## config.mk

```make
export PLATFORM = sky130hd
export DESIGN_NAME = multicycle_controller_flat
export DESIGN_NICKNAME = d
export VERILOG_FILES = /design/src/rtl/multicycle_pkg.sv /design/src/rtl/multicycle_if.sv /design/src/rtl/mc_instr_decode.sv /design/src/rtl/multicycle_controller.sv /design/src/flat_wrapper.sv
export SDC_FILE = /design/constraint.sdc
export NUM_CORES = 1
export LEC_CHECK = 0
export CORE_MARGIN = 2
export CORE_UTILIZATION = 46
export CTS_BUF_LIST = sky130_fd_sc_hd__clkbuf_16
export DETAILED_ROUTE_END_ITERATION = 10
export GPL_ROUTABILITY_DRIVEN = 0
export HOLD_SLACK_MARGIN = 0.1
export MAX_ROUTING_LAYER = met4
export PLACE_DENSITY = 0.84
export SETUP_SLACK_MARGIN = 0.1
export SLEW_MARGIN = 20
export SYNTH_ARGS = -nofsm -noshare
export SYNTH_HDL_FRONTEND = slang
export SYNTH_SLANG_ARGS = --single-unit
```

## constraint.sdc

```tcl
create_clock -name clk -period 4.3 [get_ports clk]
set_clock_uncertainty 0.1 [all_clocks]
set_input_delay 0.86 -clock clk [delete_from_list [all_inputs] [get_ports clk]]
set_output_delay 0.86 -clock clk [all_outputs]
set_load 0.03 [all_outputs]
```

## src/rtl/multicycle_pkg.sv

```systemverilog
// Shared types and encodings for the multicycle RISC-V controller.
package multicycle_pkg;

  typedef enum logic [3:0] {
    S_RESET,
    S_FETCH,
    S_DECODE,
    S_MEMADR,
    S_MEMREAD,
    S_MEMWB,
    S_MEMWRITE,
    S_EXECI,
    S_ALUWB,
    S_BRANCH,
    S_JALRADR,
    S_JAL,
    S_TRAP
  } state_t;

  typedef enum logic [3:0] {
    IC_ADDI,
    IC_SLLI,
    IC_LW,
    IC_SW,
    IC_BEQ,
    IC_BNE,
    IC_JAL,
    IC_JALR,
    IC_NONE
  } iclass_t;

  localparam logic [6:0] OP_IMM    = 7'b0010011;
  localparam logic [6:0] OP_LOAD   = 7'b0000011;
  localparam logic [6:0] OP_STORE  = 7'b0100011;
  localparam logic [6:0] OP_BRANCH = 7'b1100011;
  localparam logic [6:0] OP_JAL    = 7'b1101111;
  localparam logic [6:0] OP_JALR   = 7'b1100111;

  localparam logic [2:0] ALU_ADD = 3'b000;
  localparam logic [2:0] ALU_SUB = 3'b001;
  localparam logic [2:0] ALU_SLL = 3'b110;

  localparam logic [2:0] IMM_I = 3'b000;
  localparam logic [2:0] IMM_S = 3'b001;
  localparam logic [2:0] IMM_B = 3'b010;
  localparam logic [2:0] IMM_J = 3'b100;

  localparam logic [1:0] SRCA_PC    = 2'b00;
  localparam logic [1:0] SRCA_OLDPC = 2'b01;
  localparam logic [1:0] SRCA_RS1   = 2'b10;

  localparam logic [1:0] SRCB_RS2  = 2'b00;
  localparam logic [1:0] SRCB_IMM  = 2'b01;
  localparam logic [1:0] SRCB_FOUR = 2'b10;

  localparam logic [1:0] RES_ALUOUT = 2'b00;
  localparam logic [1:0] RES_DATA   = 2'b01;
  localparam logic [1:0] RES_ALURES = 2'b10;

  // First execution state for each instruction class leaving DECODE.
  function automatic state_t decode_target(iclass_t c);
    state_t s;
    case (c)
      IC_LW, IC_SW:    s = S_MEMADR;
      IC_ADDI, IC_SLLI: s = S_EXECI;
      IC_BEQ, IC_BNE:  s = S_BRANCH;
      IC_JAL:          s = S_JAL;
      IC_JALR:         s = S_JALRADR;
      default:         s = S_TRAP;
    endcase
    return s;
  endfunction

endpackage

```

## src/rtl/multicycle_if.sv

```systemverilog
// Controller <-> datapath bundle: instruction fields and flags in, control strobes out.
interface multicycle_if;
  logic [6:0] op;
  logic [2:0] funct3;
  logic       funct7;
  logic       Zero;
  logic       mem_ready;

  logic       PCWrite;
  logic       IRWrite;
  logic       AdrSrc;
  logic       MemRead;
  logic       MemWrite;
  logic       RegWrite;
  logic [1:0] ALUSrcA;
  logic [1:0] ALUSrcB;
  logic [2:0] ALUControl;
  logic [2:0] ImmSrc;
  logic [1:0] ResultSrc;
  logic       retire;
  logic       illegal;

  modport master (
    input  op, funct3, funct7, Zero, mem_ready,
    output PCWrite, IRWrite, AdrSrc, MemRead, MemWrite, RegWrite,
           ALUSrcA, ALUSrcB, ALUControl, ImmSrc, ResultSrc, retire, illegal
  );

  modport slave (
    output op, funct3, funct7, Zero, mem_ready,
    input  PCWrite, IRWrite, AdrSrc, MemRead, MemWrite, RegWrite,
           ALUSrcA, ALUSrcB, ALUControl, ImmSrc, ResultSrc, retire, illegal
  );
endinterface

```

## src/rtl/mc_instr_decode.sv

```systemverilog
// Classifies the instruction register fields into one of the supported
// instruction classes; anything unrecognised is IC_NONE / not legal.
module mc_instr_decode
  import multicycle_pkg::*;
(
  input  logic [6:0] op,
  input  logic [2:0] funct3,
  input  logic       funct7,
  output iclass_t    iclass,
  output logic       legal
);

  always_comb begin
    iclass = IC_NONE;
    case (op)
      OP_IMM: begin
        if (funct3 == 3'b000)                 iclass = IC_ADDI;
        else if (funct3 == 3'b001 && !funct7) iclass = IC_SLLI;
      end
      OP_LOAD:   if (funct3 == 3'b010) iclass = IC_LW;
      OP_STORE:  if (funct3 == 3'b010) iclass = IC_SW;
      OP_BRANCH: begin
        if (funct3 == 3'b000)      iclass = IC_BEQ;
        else if (funct3 == 3'b001) iclass = IC_BNE;
      end
      OP_JAL:    iclass = IC_JAL;
      OP_JALR:   if (funct3 == 3'b000) iclass = IC_JALR;
      default:   iclass = IC_NONE;
    endcase
    legal = (iclass != IC_NONE);
  end

endmodule

```

## src/rtl/multicycle_controller.sv

```systemverilog
// Main sequencing FSM for the shared-datapath multicycle RISC-V core.
// state    | meaning
// RESET    | idle after rst, all strobes low
// FETCH    | read instruction at PC, PC+4 -> PC on mem_ready
// DECODE   | classify IR, speculative OldPC+imm -> ALUOut
// MEMADR   | rs1+imm address for lw/sw
// MEMREAD  | load access at ALUOut, wait for mem_ready
// MEMWB    | Data -> rd
// MEMWRITE | store access at ALUOut, retires on mem_ready
// EXECI    | rs1 op imm for addi/slli
// ALUWB    | ALUOut -> rd
// BRANCH   | rs1-rs2 compare, take ALUOut target on condition
// JALRADR  | rs1+imm target into ALUOut
// JAL      | ALUOut -> PC, OldPC+4 for link
// TRAP     | unsupported encoding, parked until rst
module multicycle_controller
  import multicycle_pkg::*;
(
  input  logic           clk,
  input  logic           rst,
  multicycle_if.master   bus
);

  state_t  state;
  logic    illegal_q;
  iclass_t iclass;
  logic    legal;

  mc_instr_decode u_decode (
    .op     (bus.op),
    .funct3 (bus.funct3),
    .funct7 (bus.funct7),
    .iclass (iclass),
    .legal  (legal)
  );

  always_ff @(posedge clk) begin
    if (rst) begin
      state     <= S_RESET;
      illegal_q <= 1'b0;
    end else begin
      case (state)
        S_RESET:    state <= S_FETCH;
        S_FETCH:    if (bus.mem_ready) state <= S_DECODE;
        S_DECODE: begin
          state <= decode_target(iclass);
          if (!legal) illegal_q <= 1'b1;
        end
        S_MEMADR:   state <= (iclass == IC_SW) ? S_MEMWRITE : S_MEMREAD;
        S_MEMREAD:  if (bus.mem_ready) state <= S_MEMWB;
        S_MEMWRITE: if (bus.mem_ready) state <= S_FETCH;
        S_MEMWB,
        S_ALUWB,
        S_BRANCH:   state <= S_FETCH;
        S_EXECI:    state <= S_ALUWB;
        S_JALRADR:  state <= S_JAL;
        S_JAL:      state <= S_ALUWB;
        S_TRAP:     state <= S_TRAP;
        default:    state <= S_RESET;
      endcase
    end
  end

  assign bus.illegal = illegal_q;

  // Strobes decode from state; only the FETCH/BRANCH/MEMWRITE gates look at inputs.
  always_comb begin
    bus.PCWrite    = 1'b0;
    bus.IRWrite    = 1'b0;
    bus.AdrSrc     = 1'b0;
    bus.MemRead    = 1'b0;
    bus.MemWrite   = 1'b0;
    bus.RegWrite   = 1'b0;
    bus.ALUSrcA    = SRCA_PC;
    bus.ALUSrcB    = SRCB_RS2;
    bus.ALUControl = ALU_ADD;
    bus.ImmSrc     = IMM_I;
    bus.ResultSrc  = RES_ALUOUT;
    bus.retire     = 1'b0;
    case (state)
      S_FETCH: begin
        bus.MemRead   = 1'b1;
        bus.ALUSrcA   = SRCA_PC;
        bus.ALUSrcB   = SRCB_FOUR;
        bus.ResultSrc = RES_ALURES;
        bus.IRWrite   = bus.mem_ready;
        bus.PCWrite   = bus.mem_ready;
      end
      S_DECODE: begin
        bus.ALUSrcA = SRCA_OLDPC;
        bus.ALUSrcB = SRCB_IMM;
        bus.ImmSrc  = (bus.op == OP_JAL) ? IMM_J : IMM_B;
      end
      S_MEMADR: begin
        bus.ALUSrcA = SRCA_RS1;
        bus.ALUSrcB = SRCB_IMM;
        bus.ImmSrc  = (iclass == IC_SW) ? IMM_S : IMM_I;
      end
      S_MEMREAD: begin
        bus.AdrSrc  = 1'b1;
        bus.MemRead = 1'b1;
      end
      S_MEMWB: begin
        bus.ResultSrc = RES_DATA;
        bus.RegWrite  = 1'b1;
        bus.retire    = 1'b1;
      end
      S_MEMWRITE: begin
        bus.AdrSrc   = 1'b1;
        bus.MemWrite = 1'b1;
        bus.retire   = bus.mem_ready;
      end
      S_EXECI: begin
        bus.ALUSrcA    = SRCA_RS1;
        bus.ALUSrcB    = SRCB_IMM;
        bus.ImmSrc     = IMM_I;
        bus.ALUControl = (iclass == IC_SLLI) ? ALU_SLL : ALU_ADD;
      end
      S_ALUWB: begin
        bus.ResultSrc = RES_ALUOUT;
        bus.RegWrite  = 1'b1;
        bus.retire    = 1'b1;
      end
      S_BRANCH: begin
        bus.ALUSrcA    = SRCA_RS1;
        bus.ALUSrcB    = SRCB_RS2;
        bus.ALUControl = ALU_SUB;
        bus.ResultSrc  = RES_ALUOUT;
        bus.retire     = 1'b1;
        bus.PCWrite    = (iclass == IC_BNE) ? ~bus.Zero : bus.Zero;
      end
      S_JALRADR: begin
        bus.ALUSrcA = SRCA_RS1;
        bus.ALUSrcB = SRCB_IMM;
        bus.ImmSrc  = IMM_I;
      end
      S_JAL: begin
        bus.ALUSrcA   = SRCA_OLDPC;
        bus.ALUSrcB   = SRCB_FOUR;
        bus.ResultSrc = RES_ALUOUT;
        bus.PCWrite   = 1'b1;
      end
      default: ;
    endcase
  end

endmodule

```

## src/flat_wrapper.sv

```systemverilog
// flat-port wrapper written by rule: the top's interface ports become plain ports
module multicycle_controller_flat import multicycle_pkg::*;
  (clk, rst, bus_op, bus_funct3, bus_funct7, bus_Zero, bus_mem_ready, bus_PCWrite, bus_IRWrite, bus_AdrSrc, bus_MemRead, bus_MemWrite, bus_RegWrite, bus_ALUSrcA, bus_ALUSrcB, bus_ALUControl, bus_ImmSrc, bus_ResultSrc, bus_retire, bus_illegal);
  multicycle_if bus_i ();
  input  logic clk;
  input  logic rst;
  input wire logic [$bits(bus_i.op)-1:0] bus_op;
  input wire logic [$bits(bus_i.funct3)-1:0] bus_funct3;
  input wire logic [$bits(bus_i.funct7)-1:0] bus_funct7;
  input wire logic [$bits(bus_i.Zero)-1:0] bus_Zero;
  input wire logic [$bits(bus_i.mem_ready)-1:0] bus_mem_ready;
  output wire logic [$bits(bus_i.PCWrite)-1:0] bus_PCWrite;
  output wire logic [$bits(bus_i.IRWrite)-1:0] bus_IRWrite;
  output wire logic [$bits(bus_i.AdrSrc)-1:0] bus_AdrSrc;
  output wire logic [$bits(bus_i.MemRead)-1:0] bus_MemRead;
  output wire logic [$bits(bus_i.MemWrite)-1:0] bus_MemWrite;
  output wire logic [$bits(bus_i.RegWrite)-1:0] bus_RegWrite;
  output wire logic [$bits(bus_i.ALUSrcA)-1:0] bus_ALUSrcA;
  output wire logic [$bits(bus_i.ALUSrcB)-1:0] bus_ALUSrcB;
  output wire logic [$bits(bus_i.ALUControl)-1:0] bus_ALUControl;
  output wire logic [$bits(bus_i.ImmSrc)-1:0] bus_ImmSrc;
  output wire logic [$bits(bus_i.ResultSrc)-1:0] bus_ResultSrc;
  output wire logic [$bits(bus_i.retire)-1:0] bus_retire;
  output wire logic [$bits(bus_i.illegal)-1:0] bus_illegal;
  assign bus_i.op = bus_op;
  assign bus_i.funct3 = bus_funct3;
  assign bus_i.funct7 = bus_funct7;
  assign bus_i.Zero = bus_Zero;
  assign bus_i.mem_ready = bus_mem_ready;
  assign bus_PCWrite = bus_i.PCWrite;
  assign bus_IRWrite = bus_i.IRWrite;
  assign bus_AdrSrc = bus_i.AdrSrc;
  assign bus_MemRead = bus_i.MemRead;
  assign bus_MemWrite = bus_i.MemWrite;
  assign bus_RegWrite = bus_i.RegWrite;
  assign bus_ALUSrcA = bus_i.ALUSrcA;
  assign bus_ALUSrcB = bus_i.ALUSrcB;
  assign bus_ALUControl = bus_i.ALUControl;
  assign bus_ImmSrc = bus_i.ImmSrc;
  assign bus_ResultSrc = bus_i.ResultSrc;
  assign bus_retire = bus_i.retire;
  assign bus_illegal = bus_i.illegal;
  multicycle_controller u_core (.clk(clk), .rst(rst), .bus(bus_i));
endmodule
```

# After elaboration in Yosys (flattened, before gate mapping)
# Memories as Yosys holds them, arrays and structs flattened.
# Cells that the tools add are included.
classes:
  mux: 30
  eq_ne: 27
  bitwise: 2
  n_reduce_logical: 16
op_table:
  columns: ["operator", "n"]
  rows:
  - ["$mux W4", 11]
  - ["$pmux W4 S9", 1]
  - ["$pmux W4 S6", 1]
  - ["$eq A7 B7 Y1 const B", 3]
  - ["$eq A4 B3 Y1 const B", 5]
  - ["$eq A4 B4 Y1 const B", 5]
  - ["$eq A4 B2 Y1 const B", 3]
  - ["$pmux W2 S2", 3]
  - ["$pmux W3 S2", 2]
  - ["$reduce_or A2 Y1", 6]
  - ["$reduce_or A4 Y1", 3]
  - ["$eq A4 B1 Y1 const B", 2]
  - ["$eq A7 B2 Y1 const B", 1]
  - ["$eq A7 B5 Y1 const B", 1]
  - ["$eq A7 B6 Y1 const B", 1]
  - ["$mux W1", 7]
  - ["$mux W3", 2]
  - ["$ne A2 B2 Y1 const B", 3]
  - ["$logic_not A4 Y1", 1]
  - ["$ne A4 B4 Y1 const B", 1]
  - ["$eq A3 B1 Y1 const B", 1]
  - ["$eq A3 B2 Y1 const B", 1]
  - ["$logic_not A3 Y1", 1]
  - ["$pmux W1 S3", 1]
  - ["other kinds (8)", 9]
word_totals:
  n_memories: 1
  word_cells: 78
  rom_bits: 32
  in_bits: 15
  out_inout_bits: 20
  register_bits: 5
memory_table:
  columns: ["memory", "words", "word_bits", "rd", "rd_clocked_by_memory_dff", "write_ports", "line_no", "source"]
  rows:
  - ["(no name shown)", 8, 4, 1, 0, 0, "multicycle_pkg.sv:63", "case (c)"]

# Depth between registers and ports, before layout
# Gate-level depths: netlist of the first run.
depth:
  depth_word: 8
  ltp_mapped: 6
  mapped_depth_nobuf: 5

# Cells and area by module
# Synthesis of the first run repeated with hierarchy kept, for this count alone.
hier_totals:
  hier_cells: 123
  hier_area_um2: 828.3
by_module_without_submodules:
  columns: ["module", "area_per_inst_um2", "cells_each", "seq_area_each_um2", "n_inst"]
  rows:
  - ["multicycle_controller", 614.3, 91, 100.1, 1]
  - ["mc_instr_decode", 214.0, 32, 0.0, 1]

# Least setup slack after synthesis of the first run
# No wires, ideal clock.
synth_timing:
  kind: "input to output"
  from: "in bus_op[0]"
  to: "out bus_ALUControl[2]"
  required_time_ns: 3.340
  setup_slack_ns: 0.361
  path_buffers: 1
  path_stages: 6
  t_arrival_ns: 2.979
  path_cell_list: "and3_1 > and2_4 > a2111oi_4 > nand4_1 > nor4_1 > buf_4"
synth_between:
  elab_chain_cells: 5
  elab_cells_between_ends: 10
  classes_between: "7 x eq/ne; 3 x mux"
synth_rtl:
  columns: ["item", "line_no", "source"]
  rows:
  - ["start: declaration", "flat_wrapper.sv:7", "input wire logic [$bits(bus_i.op)-1:0] bus_op;"]
  - ["$eq A7 B7 Y1, or another cell as far along", "mc_instr_decode.sv:15", "case (op)"]
  - ["$pmux W4 S6 (*)", "mc_instr_decode.sv:15", null]
  - ["$eq A4 B1 Y1 (*)", "multicycle_controller.sv:117", "bus.ALUControl = (iclass == IC_SLLI) ? ALU_SLL : ALU_ADD;"]
  - ["$mux W3 (*)", "multicycle_controller.sv:117", null]
  - ["$pmux W3 S2 (*)", "multicycle_controller.sv:80", "case (state)"]
  - ["end: declaration", "flat_wrapper.sv:20", "output wire logic [$bits(bus_i.ALUControl)-1:0] bus_ALUControl;"]
# Every way passes the cells marked *; elsewhere a longest branch is shown, timed or not.

# Worst setup path in the final report of the first run
layout_timing:
  from: "in bus_op[4]"
  to: "out bus_ALUControl[1]"
# Same word-level chain as after synthesis.

==> key figures, run 1 <==
Outcome
  • Status: completed

Synthesis
  • Number of synthesized flops with an enable pin: 0
  • Yosys Warn Count: 0
  • Post-synthesis sequential area ratio: between 10 and 15%
  • Synthesized Nets: between 100 and 150
  • Ys async rst share: 0%
  • Syn_area_per_cell: around 6.5 um2
  • Mapped Cells: 133
  • Synth unique cells: 45
  • Post-synth top flop: dfxtp_1
  • Flops & latches, synth: 5
  • Mapped cell area: 871 um2

Global route
  • First-pass GRT wire length: about 4.4 mm
  • Grt ovf: 0
  • All-Layer GR Usage: 28.7%
  • Vias in the first global route: 999
  • Pin count of the biggest net entering global routing: 21
  • Initial antenna violation count: 0

Pwr
  • Pwr Total: a little under 0.0005 W
  • P_leak: around 0.53 nW
  • Pwr dens: roughly 370 nW/um2
  • Peak VDD IR: around 0.32 mV

Drt
  • Drt total wl: about 2.7 mm
  • Via count: roughly 1.1k
  • DRC viols: 0
  • Wirelength per Cell: around 14 um
  • Drt pass-1 iters: 4
  • Routed Antenna Nets: 0
  • Vias/cell: just under 6
  • Initial DRC count: 48

Clock tree
  • CTS sink count: 5
  • # hold bufs at CTS: 0
  • H-tree Lvls: 1
  • Number of CTS-inserted buffers: 3
  • Clock Latency Late Sink: approximately 230 ps
  • CTS Root Cell: clkbuf_16
  • Maximum clock insertion buffer count: 2
  • Post-CTS Setup Bufs: 0
  • CTS tree: built
  • Clock-pin slew on the worst setup and hold paths: 30 ps

Worst hold path
  • Hold path depth: 1
  • Worst hold path class: reg2reg

Floorplan
  • Core area: between 1500 and 2000 um2
  • Die height: ~48 um
  • Chip width: 47.5 um
  • Std-Cell Rows: 15
  • # IOs: 35
  • Die area: between 2000 and 2500 um2
  • Initial Util: about 50%

Placed design
  • Number of buffers added on ports: 34
  • Placed Cells: between 150 and 200
  • Area after DPL: between 1000 and 1500 um2
  • Detail Placement HPWL: approximately 2.2 mm

Critical path
  • Crit Path Max Fanout: 6
  • Critical Path Sink Type: output pin
  • Register-to-Register Path Depth: 5
  • Setup CP Type: in2out
  • Worst Path Required: around 3300 ps
  • WP data arrival: slightly above 3000 ps
  • Crit start category: input port

Timing
  • Max Clk Rate: around 250 MHz
  • Final Cycle Share: 94.8%
  • Worst-Margin Slew: 626 ps
  • # setup viols final: 0
  • Final hold vios: 0
  • Fin crit period: 4070 ps
  • Slew Viols, Final: 0
  • Max-slew headroom: 58.2%
  • RSZ-0062 raised after global routing: no
  • Setup_tns: 0 ps

Finish
  • Fin nets: between 150 and 200
  • # fillers: approximately 140
  • Final Non-Filler Cells: between 150 and 200
  • Share of cells above drive strength 1: under 10%
  • Area growth syn-to-layout: 51.6%
  • # diodes: 0
  • Cell area after layout: between 1000 and 1500 um2
  • Area of the multi-input gates: about 720 um2
  • Seq. cell area: roughly 100 um2

Run
  • Max-cap check violation count: 0
==> repair_timing <==
action                                  CTS  global route
gates resized for setup                   3             1
hold endpoints to repair                  0             0
endpoints found under the setup margin    3             1
gates cloned                              0             0
==> layout by cell type (no fill, tap or decap), drive strengths merged, types with 3 or more instances in the layout <==
cell type	count
clkdlybuf4s50	30
nor2	22
nand2	13
a21oi	10
o21ai	8
and3	5
nand3	5
nand2b	5
buf	5
dfxtp	5
inv	4
nor4	3
nor2b	3
nand3b	3
clkbuf	3
dlygate4sd2	3
==> worst max-delay path, stage by stage <==
cell,delay (ps)
clkdlybuf4s50_1,570
and3b_1,270
and2_4,180
a2111oi_4,340
nand4_1,150
nor4_1,300
dlygate4sd2_1,450
==> cells in the mapped netlist (3+ instances only) <==
cell      instances  area [um2]
inv_1             3        11.3
dfxtp_1           5         100
nand3_1           5        25.0
clkbuf_1          8        30.0
nand2_1          13        48.8
o21ai_0           8        40.0
and3_1            5        31.3
a21oi_1          10        50.1
nor4_1            3        18.8
nor2b_1           3        18.8
nor2_1           22        82.6
nand2b_1          5        31.3
nand3b_1          3        22.5
==> metrics by stage <==
| stage | setup slack, ps | util, % | hold slack (ps) |
|---|---|---|---|
| floorplan | 361 | - | 531 |
| global placement | 26.1 | 71.2 | 370 |
| detailed placement | -65.1 | 71.2 | 371 |
| CTS | 248 | 75.5 | 393 |
| global route | 118 | 75.6 | 421 |
| finish | 225 | 75.6 | 384 |
==> report_power, final <==
part,internal (W),switching [W],total (W)
clock network,0.000120,0.0000285,0.000149
logic,0.000112,0.000141,0.000253
registers,0.0000557,0.0000337,0.0000894
total,0.000288,0.000203,0.000491
==> flip-flops by register name, indices dropped and copies added, names as in the netlist <==
register            count
u_core.bus.illegal      1
u_core.state            4
==> path summary, 6_finish.rpt <==
path,from,endpoint,slack [ps]
min reg2reg,u_core.bus.illegal,u_core.bus.illegal,380
max reg2reg,u_core.state[3],u_core.state[1],2510
max,bus_op[4],bus_ALUControl[1],230
min,u_core.bus.illegal,u_core.bus.illegal,380
==> kinds of logic (layout without fill, tap and decap cells) <==
group           Yosys count  in the layout  synth area share [%]
mux                       3              3                  3.59
flops                     5              5                  11.5
simple gates             74             74                  45.5
xor+xnor                  1              1                  1.01
compound gates           38             38                  32.8
buf+inv                  12             46                  5.60
==> area by class of cell <==
class,count,area share [%]
Timing Repair Buffer,39,28.5
Clock inverter,1,0.284
Sequential cell,5,7.58
Inverter,3,0.853
Multi-Input combinational cell,116,54.7
Clock buffer,3,5.69
Tap cell,25,2.37
==> per-layer routing <==
layer / global-route usage, % / up-vias / part of all wire (%)
met2: 43.8 / 41 / 48
met4: 8.89 / 0 / 0.87
met1: 38.6 / 523 / 46
li1: - / 564 / -
met5: - / - / 0
met3: 4.53 / 3 / 5.1
No activity file was read; power rests on OpenSTA's default activity.
==> inputs of run 2 (changes only) <==
--- a/config.mk
+++ b/config.mk
@@ -6,13 +6,13 @@
 export NUM_CORES = 1
 export LEC_CHECK = 0
 export CORE_MARGIN = 2
-export CORE_UTILIZATION = 46
+export CORE_UTILIZATION = 40
 export CTS_BUF_LIST = sky130_fd_sc_hd__clkbuf_16
 export DETAILED_ROUTE_END_ITERATION = 10
 export GPL_ROUTABILITY_DRIVEN = 0
 export HOLD_SLACK_MARGIN = 0.1
 export MAX_ROUTING_LAYER = met4
-export PLACE_DENSITY = 0.84
+export PLACE_DENSITY = 0.75
 export SETUP_SLACK_MARGIN = 0.1
 export SLEW_MARGIN = 20
 export SYNTH_ARGS = -nofsm -noshare
==> key figures, run 2 (same netlist as run 1, synthesis figures left out) <==
Timing
  • Worst hold margin: 401 ps (was 384 ps)
  • Final hold vios: 0 (unchanged)
  • Worst-Margin Slew: 586 ps (was 626 ps)
  • # setup viols final: 0 (unchanged)
  • Max-slew headroom: 60.9% (was 58.2%)
  • Final worst setup slack: 224 ps (was 225 ps)
  • Max Clk Rate: 245 MHz (about the same)
  • Final Cycle Share: 94.8% (about the same)
  • RSZ-0062 raised after global routing: no (unchanged)
  • Slew Viols, Final: 0 (unchanged)
  • Fin crit period: 4080 ps (was 4070 ps)
  • Setup_tns: 0 ps (unchanged)

Drt
  • DRC viols: 0 (unchanged)
  • Via count: 1114 (was 1131)
  • Drt pass-1 iters: 4 (unchanged)
  • Vias/cell: 5.68 (was 5.89)
  • Wirelength per Cell: 13.8 um (was 14.3 um)
  • Routed Antenna Nets: 0 (unchanged)
  • Initial DRC count: 21 (was 48)
  • Drt total wl: 2.71 mm (was 2.75 mm)

Pwr
  • Pwr dens: 372 nW/um2 (about the same)
  • Peak VDD IR: 0.377 mV (was 0.321 mV)
  • Pwr Total: 0.000498 W (was 0.000491 W)
  • Sw frac: 41.9% (was 41.4%)
  • Clk pwr share: 30.9% (was 30.3%)
  • Seq pwr share: 17.7% (was 18.2%)
  • Comb power frac: 51.4% (was 51.5%)
  • Switch Pwr: 0.000209 W (was 0.000203 W)
  • P_leak: 0.524 nW (was 0.533 nW)
  • Cell Int Power: 0.000289 W (was 0.000288 W)

Outcome
  • Status: completed (unchanged)

Floorplan
  • Std-Cell Rows: 16 (was 15)
  • # IOs: 35 (unchanged)
  • Core area: 2000 um2 (was 1750 um2)
  • Initial Util: 43.5% (was 49.9%)
  • Chip width: 50.7 um (was 47.5 um)
  • Die area: 2570 um2 (was 2260 um2)
  • Die height: 50.7 um (was 47.5 um)

Clock tree
  • Maximum clock insertion buffer count: 2 (unchanged)
  • Number of CTS-inserted buffers: 3 (unchanged)
  • Clock Latency Late Sink: 230 ps (about the same)
  • Post-CTS Setup Bufs: 0 (unchanged)
  • Clock-pin slew on the worst setup and hold paths: 30 ps (about the same)
  • CTS sink count: 5 (unchanged)
  • CTS Root Cell: clkbuf_16 (unchanged)
  • CTS tree: built (unchanged)
  • H-tree Lvls: 1 (unchanged)

Global route
  • First-pass GRT wire length: 4.61 mm (was 4.44 mm)
  • Pin count of the biggest net entering global routing: 21 (unchanged)
  • All-Layer GR Usage: 23.9% (was 28.7%)
  • Initial antenna violation count: 0 (unchanged)
  • Vias in the first global route: 1007 (was 999)
  • M2 GR Usage: 36.0% (was 43.8%)
  • Grt ovf: 0 (unchanged)
  • Top Usage Layer GRT: met2 (unchanged)
  • Met1 Resource Use GR: 31.7% (was 38.6%)
  • Routing usage on met3: 2.68% (was 4.53%)

Finish
  • Final cell utilization of the core: 67.0% (was 75.6%)
  • Commonest non-fill, non-tap cell in the layout: clkdlybuf4s50_1 (unchanged)
  • # diodes: 0 (unchanged)
  • Area growth syn-to-layout: 54.0% (was 51.6%)
  • Number of flip-flops under the largest register name: 4 (unchanged)
  • Share of cells above drive strength 1: 10.7% (was 8.98%)
  • Largest Register: u_core.state (unchanged)
  • Fin nets: 185 (was 183)
  • Most frequent cells in the layout: clkdlybuf4s50_1, nor2_1, nand2_1, a21oi_1, o21ai_0 (unchanged)

Placed design
  • Detail Placement HPWL: 2.04 mm (was 2.16 mm)
  • Number of buffers added on ports: 34 (unchanged)
  • Pre-CTS setup slack: -11.5 ps (was -65.1 ps)

Critical path
  • Critical Path Sink Type: output pin (unchanged)
  • Worst Path Required: 3340 ps (about the same)
  • Crit start category: input port (unchanged)
  • Crit Path Max Fanout: 6 (unchanged)
  • Setup CP Type: in2out (unchanged)
  • WP data arrival: 3120 ps (was 3110 ps)

Run
  • Max-cap check violation count: 0 (unchanged)

Worst hold path
  • Worst hold path class: reg2reg (unchanged)
run 2: changes by cell type in the layout (fill, tap and decap cells not counted), sizes merged:
cell,delta
buf,+2
dlymetal6s2s,-1
clkdlybuf4s50,+1
run 2: power groups by stage:
stage | clock network (W) | registers (W) | logic [W]
6_report | 0.000154 | 0.0000882 | 0.000256
5_1_grt | 0.000158 | 0.0000934 | 0.000277
4_1_cts | 0.000157 | 0.0000879 | 0.000257
3_5_place_dp | 0 | 0.0000891 | 0.000255
3_3_place_gp | 0 | 0.0000878 | 0.000253
2_1_floorplan | 0 | 0.0000638 | 0.000184
run 2: timing repair:
item                       in CTS  in global routing
gates resized for setup         4                  0
setup endpoints to repair       3                  0
hold buffers                    0                  0
run 2: worst max-delay path, cell delays in order:
cell,delay (ps)
clkdlybuf4s50_1,510
nor4b_1,390
o2111ai_1,170
o211a_1,200
nor4_1,270
clkdlybuf4s50_1,710
run 2: cell type report:
class | count | area [um2]
Inverter | 3 | 11.3
Timing Repair Buffer | 41 | 389
Multi-Input combinational cell | 116 | 728
Tap cell | 27 | 33.8
Clock inverter | 1 | 3.75
Fill cell | 189 | 661
Sequential cell | 5 | 100
Clock buffer | 3 | 75.1
run 2: per-stage QoR:
step	area [um2]	cells
6_report	1340	196
3_5_place_dp	1260	192
4_1_cts	1340	196
5_1_grt	1340	196
2_1_floorplan	871	133
3_3_place_gp	1260	192
run 2: per-layer routing:
metal	vias to the layer above	routed length, um
met4	0	55
met2	32	1260
met5	-	0
li1	562	-
met3	5	152
met1	515	1240
run 2: worst paths after layout:
| check | startpoint | endpoint | depth (start not counted) | slack (ps) |
|---|---|---|---|---|
| max | bus_op[6] | bus_ImmSrc[0] | 6 | 220 |
| min | u_core.bus.illegal | u_core.bus.illegal | 1 | 400 |
| max reg2reg | u_core.state[3] | u_core.state[1] | 5 | 2440 |
| min reg2reg | u_core.bus.illegal | u_core.bus.illegal | 1 | 400 |
